**config.mk**
```make
export PLATFORM = sky130hd
export DESIGN_NAME = adf_multi_loader
export DESIGN_NICKNAME = d
export VERILOG_FILES = /design/src/rtl/adf_multi_loader.sv
export SDC_FILE = /design/constraint.sdc
export NUM_CORES = 1
export LEC_CHECK = 0
export CORE_ASPECT_RATIO = 1.25
export CORE_MARGIN = 2
export CORE_UTILIZATION = 40
export CTS_CLUSTER_DIAMETER = 120
export DETAILED_ROUTE_END_ITERATION = 8
export PLACE_DENSITY_LB_ADDON = 0.05
export SLEW_MARGIN = 20
export SYNTH_ARGS = -nofsm -noshare
export SYNTH_HDL_FRONTEND = slang
export SYNTH_SLANG_ARGS = --single-unit
```
**constraint.sdc**
```tcl
create_clock -name clk -period 14.8 [get_ports clk]
set_clock_uncertainty 0.1 [all_clocks]
set_input_delay 1.48 -clock clk [delete_from_list [all_inputs] [get_ports clk]]
set_output_delay 1.48 -clock clk [all_outputs]
set_load 0.1 [all_outputs]
```
**src/rtl/adf_multi_loader.sv**
```systemverilog
// Sequential loader for NCH ADF4350 synthesizers on one shared 3-wire bus.
// Optional lock supervision is compiled in with `define ADF_LOCK_WAIT_EN.
module adf_multi_loader #(
  parameter int NCH      = 2,
  parameter int CLK_DIV  = 4,
  parameter int LOCK_TMO = 65535
) (
  input  logic            clk,
  input  logic            rst,
  input  logic            cfg_we,
  input  logic [2:0]      cfg_ch,
  input  logic [2:0]      cfg_idx,
  input  logic [31:0]     cfg_data,
  input  logic            start,
  input  logic [2:0]      start_ch,
  output logic            busy,
  output logic            done,
  output logic            d_clk,
  output logic            d_out,
  output logic [NCH-1:0]  d_le,
  input  logic [NCH-1:0]  ld,
  output logic [NCH-1:0]  locked,
  output logic            lock_err,
  output logic [2:0]      dbg_state
);

  localparam logic [2:0] IDLE     = 3'd0;
  localparam logic [2:0] LOAD     = 3'd1;
  localparam logic [2:0] SHIFT_LO = 3'd2;
  localparam logic [2:0] SHIFT_HI = 3'd3;
  localparam logic [2:0] LATCH    = 3'd4;
  localparam logic [2:0] GAP      = 3'd5;
  localparam logic [2:0] LOCKWAIT = 3'd6;
  localparam logic [2:0] FIN      = 3'd7;

  logic [31:0] shadow [NCH][6];
  logic [31:0] ld_word;
  logic [31:0] sreg;
  logic [2:0]  state;
  logic [2:0]  cur_ch;
  logic [2:0]  reg_idx;
  logic [4:0]  bit_cnt;
  logic [7:0]  div_cnt;
  logic        div_end;

  assign div_end = (div_cnt == 8'(CLK_DIV - 1));

  always_ff @(posedge clk or posedge rst) begin
    if (rst) begin
      for (int c = 0; c < NCH; c++)
        for (int i = 0; i < 6; i++)
          shadow[c][i] <= '0;
    end else if (cfg_we) begin
      // Out-of-range channel or index matches no entry and is dropped.
      for (int c = 0; c < NCH; c++)
        for (int i = 0; i < 6; i++)
          if (cfg_ch == 3'(c) && cfg_idx == 3'(i))
            shadow[c][i] <= cfg_data;
    end
  end

  always_comb begin
    ld_word = '0;
    for (int c = 0; c < NCH; c++)
      for (int i = 0; i < 6; i++)
        if (cur_ch == 3'(c) && reg_idx == 3'(i))
          ld_word = shadow[c][i];
  end

`ifdef ADF_LOCK_WAIT_EN
  logic [NCH-1:0] ld_s1, ld_s2;
  logic           ld_sel;
  logic [4:0]     lock_cnt;
  logic [31:0]    tmo_cnt;

  always_ff @(posedge clk or posedge rst) begin
    if (rst) begin
      ld_s1 <= '0;
      ld_s2 <= '0;
    end else begin
      ld_s1 <= ld;
      ld_s2 <= ld_s1;
    end
  end

  always_comb begin
    ld_sel = 1'b0;
    for (int c = 0; c < NCH; c++)
      if (cur_ch == 3'(c)) ld_sel = ld_s2[c];
  end
`else
  logic unused_lock;
  assign unused_lock = ^{ld, 32'(LOCK_TMO)};
  assign locked      = '0;
  assign lock_err    = 1'b0;
`endif

  always_ff @(posedge clk or posedge rst) begin
    if (rst) begin
      state   <= IDLE;
      cur_ch  <= '0;
      reg_idx <= '0;
      bit_cnt <= '0;
      div_cnt <= '0;
      sreg    <= '0;
`ifdef ADF_LOCK_WAIT_EN
      locked   <= '0;
      lock_err <= 1'b0;
      lock_cnt <= '0;
      tmo_cnt  <= '0;
`endif
    end else begin
`ifdef ADF_LOCK_WAIT_EN
      lock_err <= 1'b0;
`endif
      case (state)
        IDLE: if (start && ({1'b0, start_ch} < 4'(NCH))) begin
          cur_ch  <= start_ch;
          reg_idx <= 3'd5;
          state   <= LOAD;
        end
        // LOAD counts as the first cycle of bit 31's low phase.
        LOAD: begin
          sreg    <= ld_word;
          div_cnt <= 8'd1;
          bit_cnt <= '0;
          state   <= SHIFT_LO;
        end
        SHIFT_LO: if (div_end) begin
          div_cnt <= '0;
          state   <= SHIFT_HI;
        end else div_cnt <= div_cnt + 8'd1;
        SHIFT_HI: if (div_end) begin
          div_cnt <= '0;
          if (bit_cnt == 5'd31) state <= LATCH;
          else begin
            sreg    <= {sreg[30:0], 1'b0};
            bit_cnt <= bit_cnt + 5'd1;
            state   <= SHIFT_LO;
          end
        end else div_cnt <= div_cnt + 8'd1;
        LATCH: if (div_end) begin
          div_cnt <= '0;
          state   <= GAP;
        end else div_cnt <= div_cnt + 8'd1;
        GAP: if (div_end) begin
          div_cnt <= '0;
          if (reg_idx == 3'd0) begin
`ifdef ADF_LOCK_WAIT_EN
            state    <= LOCKWAIT;
            lock_cnt <= '0;
            tmo_cnt  <= '0;
            for (int c = 0; c < NCH; c++)
              if (cur_ch == 3'(c)) locked[c] <= 1'b0;
`else
            state <= FIN;
`endif
          end else begin
            reg_idx <= reg_idx - 3'd1;
            state   <= LOAD;
          end
        end else div_cnt <= div_cnt + 8'd1;
        LOCKWAIT: begin
`ifdef ADF_LOCK_WAIT_EN
          tmo_cnt <= tmo_cnt + 32'd1;
          if (ld_sel && lock_cnt == 5'd15) begin
            for (int c = 0; c < NCH; c++)
              if (cur_ch == 3'(c)) locked[c] <= 1'b1;
            state <= FIN;
          end else if (tmo_cnt == 32'(LOCK_TMO - 1)) begin
            lock_err <= 1'b1;
            state    <= FIN;
          end else begin
            lock_cnt <= ld_sel ? lock_cnt + 5'd1 : 5'd0;
          end
`else
          state <= FIN;
`endif
        end
        FIN:     state <= IDLE;
        default: state <= IDLE;
      endcase
    end
  end

  always_comb begin
    d_le = '0;
    if (state == LATCH)
      for (int c = 0; c < NCH; c++)
        d_le[c] = (cur_ch == 3'(c));
  end

  // Bus pins decode from state so reset clears them without waiting for a clock.
  assign busy      = (state != IDLE) && (state != FIN);
  assign done      = (state == FIN);
  assign d_clk     = (state == SHIFT_HI);
  assign d_out     = ((state == SHIFT_LO) || (state == SHIFT_HI)) && sreg[31];
  assign dbg_state = state;

endmodule

```
* After elaboration in Yosys (flattened, before gate mapping) *
Cells that the tools add are included.

word-level totals
  bits in registers = 438
  bits in latches = 0
  bits in writable memories = 0
  memory bits (read-only) = 0
  input bits = 47
  output and inout bits = 12
  word-level logic and storage cells = 138
  memories kept = 0

operators by class
  add/sub/neg operators = 3
  $mul = 0
  div/mod/pow operators = 0
  magnitude comparators = 1
  equal/unequal tests = 29
  shift operators = 0
  muxes and demuxes = 33
  bitwise logic cells = 0
  reduce and logical (&&, ||, !) cells = 54

operators with widths
  kind                 count
  $mux 32              14
  $pmux 32 s2          1
  $mux 3               10
  $logic_and 1x1->1    27
  $reduce_and 2->1     13
  $eq 3x3->1 const B   8
  $pmux 3 s8           1
  $eq 3x2->1 const B   6
  $pmux 8 s2           1
  $eq 3x1->1 const B   5
  $logic_not 3->1      5
  $ne 2x2->1 const B   6
  $mux 5               2
  $pmux 5 s2           1
  $add 8x1->8 const B  1
  $eq 8x2->1 const B   1
  $mux 8               1
  $pmux 3 s2           1
  $reduce_bool 2->1    3
  $add 5x1->5 const B  1
  $eq 5x5->1 const B   1
  $reduce_and 5->1     1
  $reduce_and 4->1     1
  $reduce_or 4->1      1
  8 further kinds      8

* Logic depth before layout (Yosys ltp) *
Gate-level depths: netlist of the first run.

  word-level depth = 15
  mapped depth = 10
  depth with buffers taken out = 8

* Least setup slack after synthesis of the first run *
Ideal clock, no wire load.

  path type = reg2out
  from = reg state[1], in the netlist dbg_state[1]
  to = out d_le[0]
  arrival time = 3603 ps
  required time = 13220 ps
  path slack = 9617 ps
  stages on the path, launching flop included = 6
  cell sequence = dfrtp_1 clkbuf_1 clkbuf_1 nor2_1 nand3b_1 nor3_1

on the way
  longest elaborated chain between the ends = 2

RTL lines
  item                    RTL line  text
  from (decl)             39        logic [2:0] state;
  from (signal assigned)  100       state <= IDLE;
  from (signal assigned)  120       state <= LOAD;
  from (signal assigned)  127       state <= SHIFT_LO;
  $eq 3x3->1              188       if (state == LATCH)
  $mux 2                  188
  to (decl)               20        output logic [NCH-1:0] d_le,

Every way passes these cells.

* Worst setup path after layout of the first run *
  from = reg state[1], in the netlist dbg_state[1]
  to = out d_clk

on the way
  longest elaborated chain between the ends = 1

RTL lines
  item        RTL line  text
  $eq 3x2->1  196       assign d_clk = (state == SHIFT_HI);
  to (decl)   18        output logic d_clk,

Every way passes these cells.

==> qor.csv, run 1 <==
stage,metric,value,unit
critical_path,Worst Path Buf+Inv,2,
worst_hold_path,Hold Path Sink,shadow[367],
route,# DRC,0,
route,wire per inst,26.07,um
route,routed wire length,62.78,mm
critical_path,"CP delay by family, top",buffers and inverters,
floorplan,full die area,53830,um2
sta,Slew HR,22.25,%
synthesis,area fraction of the dominant cell type after synthesis,52.72,%
clocking,PostCTS Resize Cnt,0,
synthesis,Post-synth top cells,"438 x dfrtp_1, 383 x mux2_2, 118 x clkbuf_1",
cells_and_area,NumNets Final,1767,
power,worst vdd ir,0.06741,mV
placement,port buffer count,53,
synthesis,Synth async-reset ratio,100.0,%
floorplan,area of the core,51430,um2
critical_path,r2r setup slk,10.64,ns
critical_path,CP peak stage delay,1.17,ns
power,Lkg Pwr,10.54,nW
synthesis,Yosys Warn Count,0,
route,Pre-antenna DRT Iters,4,
worst_hold_path,Min-Delay Path Depth,1,
synthesis,Synth cell types,74,
clocking,post-CTS setup buffer count,0,
placement,GP Congestion,0.7754,
grt,pin count of the biggest net entering global routing,162,
sta,Final Worst Setup Slack,9.792,ns
floorplan,# rows,93,
cells_and_area,Multi-input gate area,9258,um2
synthesis,ys flop type,dfrtp_1,
sta,final setup TNS,0,ns
synthesis,Synth Area in XOR/XNOR,0.08425,%
sta,RSZ-0062 raised after global routing,false,
cells_and_area,Register Area,10960,um2
synthesis,Compound-Gate Fraction of Synth Area,14.22,%
synthesis,mapped cell area,20790,um2
sta,measured slew at the worst slew-check pin,1.164,ns
synthesis,sequential area share after synthesis,52.72,%
route,vias,14586,
worst_hold_path,hold_sp,shadow[367],
sta,crit share post-route,33.84,%
critical_path,CP Capture Type,primary output,
route,top layer used by detailed routing,met5,
floorplan,Chip Height,258.9,um
synthesis,top-count cell post-synth,dfrtp_1,
worst_hold_path,HP Class,reg2reg,
cells_and_area,fillers,4738,
synthesis,largest family of logic cells by synthesized area,multiplexers,
synthesis,Simple-Gate Fraction of Synth Area,8.022,%
floorplan,I/O pin count,59,
route,DRT iter0 DRCs,1164,
critical_path,crit path DAT,3.43,ns
floorplan,starting density of the core,40.42,%
critical_path,"Req. time, crit path",13.22,ns
sta,Fin. Hold Viols,0,
route,vias per cell,6.057,
sta,Final Max Slew Viols,0,
grt,overall routing resource usage,23.18,%
clocking,clock sink count,438,
power,Power Density,120.3,nW/um2
sta,Max Clk Rate,0.1997,GHz
cells_and_area,layout cells sized above 1,30.31,%
clocking,CTS tree,yes,
critical_path,Crit Path Max Fanout,41,
synthesis,Avg Inst Size Synth,11.94,um2
route,Detail Route Antenna Nets,0,
floorplan,Die X,207.9,um
critical_path,Setup CP Type,reg2out,
cells_and_area,post-layout util,45.54,%
critical_path,worst r2r dst,sreg[30],
synthesis,top post-synthesis cells by area,"dfrtp_1 53%, mux2_2 21%, a221oi_1 2.3%, o221ai_1 2.3%, clkbuf_1 2.1%",
critical_path,R2R depth,7,
critical_path,crit path cell chain,and2_1 -> nand2_1 -> inv_2 -> clkdlybuf4s50_1,
sta,crit path time final,5.008,ns
grt,vias in the first global route,14792,
synthesis,Synth Area in Adders,0.6620,%
grt,initial antenna violation count,3,
grt,first-pass GRT wire length,94.74,mm
route,met3 wire len,2.685,mm
placement,Post-DP HPWL,33.31,mm
critical_path,CP startpoint kind,flop,
clocking,Num CTS Buffers,47,
outcome,run status,finished clean,
clocking,CTS Hold Bufs,0,
synthesis,Post-synth EDFFs,0,
critical_path,Crit-path slowest cell,clkdlybuf4s50_1,
run,Max Cap Viol,0,
critical_path,R2R Path Start,reg_idx[0],
route,met2 routed WL,29.86,mm
clocking,Root Driver,clkbuf_16,
grt,Overflow after GRT,0,
synthesis,Synth area leader,dfrtp_1,
clocking,Skew-Pair Late Insertion Delay,0.59,ns
clocking,CTS H-tree depth,2,
sta,Finish-stage setup viols,0,
synthesis,synthesized instance count,1741,
cells_and_area,Syn-to-layout area delta,12.65,%
placement,pre-CTS setup slack,9.975,ns
synthesis,post-synthesis mux area share,20.79,%
clocking,Longest Clk Path Bufs,3,
synthesis,Yosys reg bits,438,
clocking,"Reg clk slew, reported paths",0.06,ns
route,met1 wire length,28.79,mm
cell families (layout without fill, tap and decap cells):
logic type | after synthesis | after routing
and+or+nand+nor | 327 | 327
xor gates and xnor gates | 2 | 2
adders and majority gates | 11 | 11
DFF | 438 | 438
AOI/OAI and AO/OA | 397 | 397
buffers and inverters | 181 | 180
other | 1 | 4
muxes | 384 | 384
sequential cells by signal, summed over array words and instances, names as in the netlist:
signal / count
cur_ch: 3
reg_idx: 3
div_cnt: 8
sreg: 32
dbg_state: 3
shadow: 384
bit_cnt: 5
placed cells by master, fill, tap and decap left out, types with 8 or more instances in the layout:
cell type	Yosys	layout
a21boi_0	22	22
clkbuf_8	0	15
o221ai_1	54	54
a31oi_1	28	28
o22ai_1	30	30
mux2_2	383	383
dfrtp_1	438	437
clkbuf_16	0	48
a211oi_1	26	26
nor2_1	111	107
buf_4	3	30
and3_1	38	38
a221oi_1	55	55
o311ai_1	20	20
o21a_1	26	26
clkdlybuf4s50_1	0	53
clkbuf_1	118	13
nand2_2	1	8
nor2b_1	38	37
a21oi_1	48	47
o21ai_0	29	29
nand3_1	9	9
nand2_1	69	62
nor3_1	13	8
ha_1	11	9
inv_1	13	12
worst max path at each step:
stage	start	endpoint	slack, ns	depth (start not counted)
2_1_floorplan	rst	bit_cnt[0]	1.02	1
3_3_place_gp	rst	shadow[12]	10.02	4
3_5_place_dp	rst	shadow[12]	9.97	4
4_1_cts	dbg_state[1]	d_clk	9.70	4
5_1_grt	dbg_state[1]	d_clk	9.63	4
6_report	dbg_state[1]	d_clk	9.79	4
layer usage:
metal / vias up / global-route usage, %
li1: 6417 / -
met1: 7740 / 32.15
met5: - / 0
met2: 325 / 38.40
met4: 4 / 6.028
met3: 100 / 3.170
power breakdown:
| group | leakage [nW] | internal, mW | switching (mW) |
|---|---|---|---|
| Sequential | 5.82 | 1.34 | 0.0727 |
| Combinational | 3.96 | 0.134 | 0.0957 |
| Clock | 0.752 | 0.687 | 0.492 |
cell type report:
cell class	instances	share of cell area [%]
clock buffer	76	6.218
multi-input combinational	1124	39.53
inverter	14	0.2778
tap	665	3.553
sequential	438	46.80
timing repair buffer	84	3.312
antenna	1	0.01068
clock inverter	6	0.2992
metrics by stage:
stage	instance area (um2)	std cells	power [mW]	hold slack [ns]
after floorplan	20800	1743	1.597	0.3640
after global placement	21880	2325	1.648	0.3809
after detailed placement	21880	2325	1.663	0.3867
after CTS	23410	2407	2.852	0.3995
after global routing	23420	2408	2.936	0.4057
final	23420	2408	2.818	0.3966
Power figures use the tool's default switching activity.
==> run 2, diff against run 1 <==
- clock period: 14.8 -> 4.4 ns (I/O delays scaled with it)
==> run 2 against run 1 <==
Combinational power increased to 3.4 times the previous value. Hold slack got worse by 0.13 ns. Global-route usage increased by 1.4 points. Flip-flop and latch count unchanged. Cell count increased by 0.96%. Clock power increased to 3.3 times the previous value. Register-to-register slack got worse by 9.5 ns. Critical path depth unchanged. Worst setup slack got worse by 8.7 ns. Via count increased by 0.87%. Sequential power increased to 3.4 times the previous value. Wire length increased by 4.4%. Largest cell class unchanged. Highest routed layer is now met4.
==> qor.csv, run 2 (synthesis gave the netlist of run 1 again) <==
stage,metric,value,unit
route,vias per cell,6.052,
placement,pre-CTS setup slack,1.171,ns
grt,overall routing resource usage,24.54,%
cells_and_area,Largest Register,shadow,
cells_and_area,post-layout util,45.89,%
critical_path,CP Capture Type,primary output,
power,worst vdd ir,0.2453,mV
sta,Slew HR,26.53,%
cells_and_area,"commonest non-fill, non-tap cell in the layout",dfrtp_1,
sta,RSZ-0062 raised after global routing,false,
floorplan,# rows,93,
route,# DRC,0,
cells_and_area,Multi-input gate area,9250,um2
clocking,Skew-Pair Late Insertion Delay,0.59,ns
cells_and_area,# diodes,0,
sta,crit path time final,3.339,ns
clocking,"Reg clk slew, reported paths",0.06,ns
sta,crit share post-route,75.90,%
route,wire per inst,26.97,um
route,routed wire length,65.55,mm
cells_and_area,most frequent cells in the layout,"437 x dfrtp_1, 383 x mux2_2, 107 x nor2_1, 63 x nand2_1, 55 x a221oi_1",
floorplan,starting density of the core,40.42,%
critical_path,"Req. time, crit path",3.86,ns
critical_path,Crit Path Max Fanout,20,
placement,port buffer count,53,
sta,Final Worst Setup Slack,1.061,ns
power,Power Density,399.1,nW/um2
critical_path,Setup CP Type,reg2out,
cells_and_area,layout cells sized above 1,31.60,%
clocking,post-CTS setup buffer count,0,
grt,Overflow after GRT,0,
clocking,CTS H-tree depth,2,
worst_hold_path,HP Class,in2async,
placement,Placed Instance Area,22090,um2
floorplan,full die area,53830,um2
grt,pin count of the biggest net entering global routing,108,
sta,final setup TNS,0,ns
route,DRT iter0 DRCs,897,
floorplan,Chip Height,258.9,um
route,vias,14713,
route,Pre-antenna DRT Iters,5,
run,Max Cap Viol,0,
cells_and_area,biggest regs,"shadow (384), sreg (32), div_cnt (8)",
floorplan,Die X,207.9,um
grt,initial antenna violation count,0,
clocking,PostCTS Resize Cnt,0,
clocking,Longest Clk Path Bufs,3,
grt,first-pass GRT wire length,99.57,mm
cells_and_area,NumNets Final,1790,
placement,Post-DP HPWL,35.93,mm
sta,Max Clk Rate,0.2995,GHz
cells_and_area,Register Area,10960,um2
clocking,CTS tree,yes,
sta,Finish-stage setup viols,0,
clocking,Num CTS Buffers,48,
cells_and_area,Syn-to-layout area delta,13.53,%
clocking,clock sink count,438,
floorplan,I/O pin count,59,
critical_path,CP startpoint kind,flop,
clocking,CTS Hold Bufs,0,
cells_and_area,fillers,4832,
sta,measured slew at the worst slew-check pin,1.102,ns
power,Lkg Pwr,10.66,nW
outcome,run status,finished clean,
sta,Final Max Slew Viols,0,
cells_and_area,fin area,23600,um2
cells_and_area,max reg flops,384,
placement,GP Congestion,0.7846,
grt,vias in the first global route,15264,
critical_path,crit path DAT,2.80,ns
route,Detail Route Antenna Nets,0,
sta,Fin. Hold Viols,0,
clocking,Root Driver,clkbuf_16,
floorplan,area of the core,51430,um2
==> run 2: changes by cell type in the layout (fill, tap and decap cells not counted), sizes merged, moves of 2 or more <==
cell,change
clkinv,+6
buf,+26
clkdlybuf4s50,-4
clkinvlp,+2
clkbuf,-5
==> run 2: area by class of cell <==
cell class	instances	share of cell area (%)
inverters	14	0.2385
clock inverters	13	0.3499
multi-input cells	1124	39.19
repair buffers	106	4.209
flip-flops and latches	438	46.44
well taps	665	3.525
clock buffers	71	6.048
==> run 2: metal layers <==
layer  global-route usage, %  up-vias  wire length (um)
met5                       0        -                 0
met4                   5.536        0              1225
met3                   3.387       74              2551
met2                   41.85      303             32120
met1                   33.30     7839             29650
li1                        -     6497                 -
==> run 2: worst max-delay path, cell delays in order (launching register included) <==
cell             delay, ns
dfrtp_1               0.57
nor2_1                0.26
nand3b_1              0.14
nor2_1                0.11
clkdlybuf4s50_1       1.14
==> run 2: per-stage QoR <==
stage | instances | hold WS (ns) | power (mW)
final | 2431 | 0.2617 | 9.419
after floorplan | 1743 | 0.3640 | 5.373
after global placement | 2347 | 0.3806 | 5.556
after CTS | 2431 | 0.2617 | 9.537
after detailed placement | 2347 | 0.3868 | 5.599
after global routing | 2431 | 0.3061 | 9.827
==> run 2: worst paths after layout <==
check                              from           to  cells after the start  slack [ns]
max                        dbg_state[0]      d_le[1]                      4        1.06
min                                 rst  shadow[252]                      2        0.26
max reg2reg                  reg_idx[0]     sreg[29]                      8        1.17
min reg2reg                 shadow[368]  shadow[368]                      1        0.40
max in group asynchronous           rst  shadow[373]                      3        2.86
min in group clk            start_ch[0]    cur_ch[0]                      2        0.38
==> run 2: power breakdown <==
group	switching (mW)	internal, mW	leakage, nW	total [mW]
Clock	1.66	2.24	0.753	3.89
Sequential	0.247	4.50	5.82	4.75
Combinational	0.323	0.456	4.09	0.778
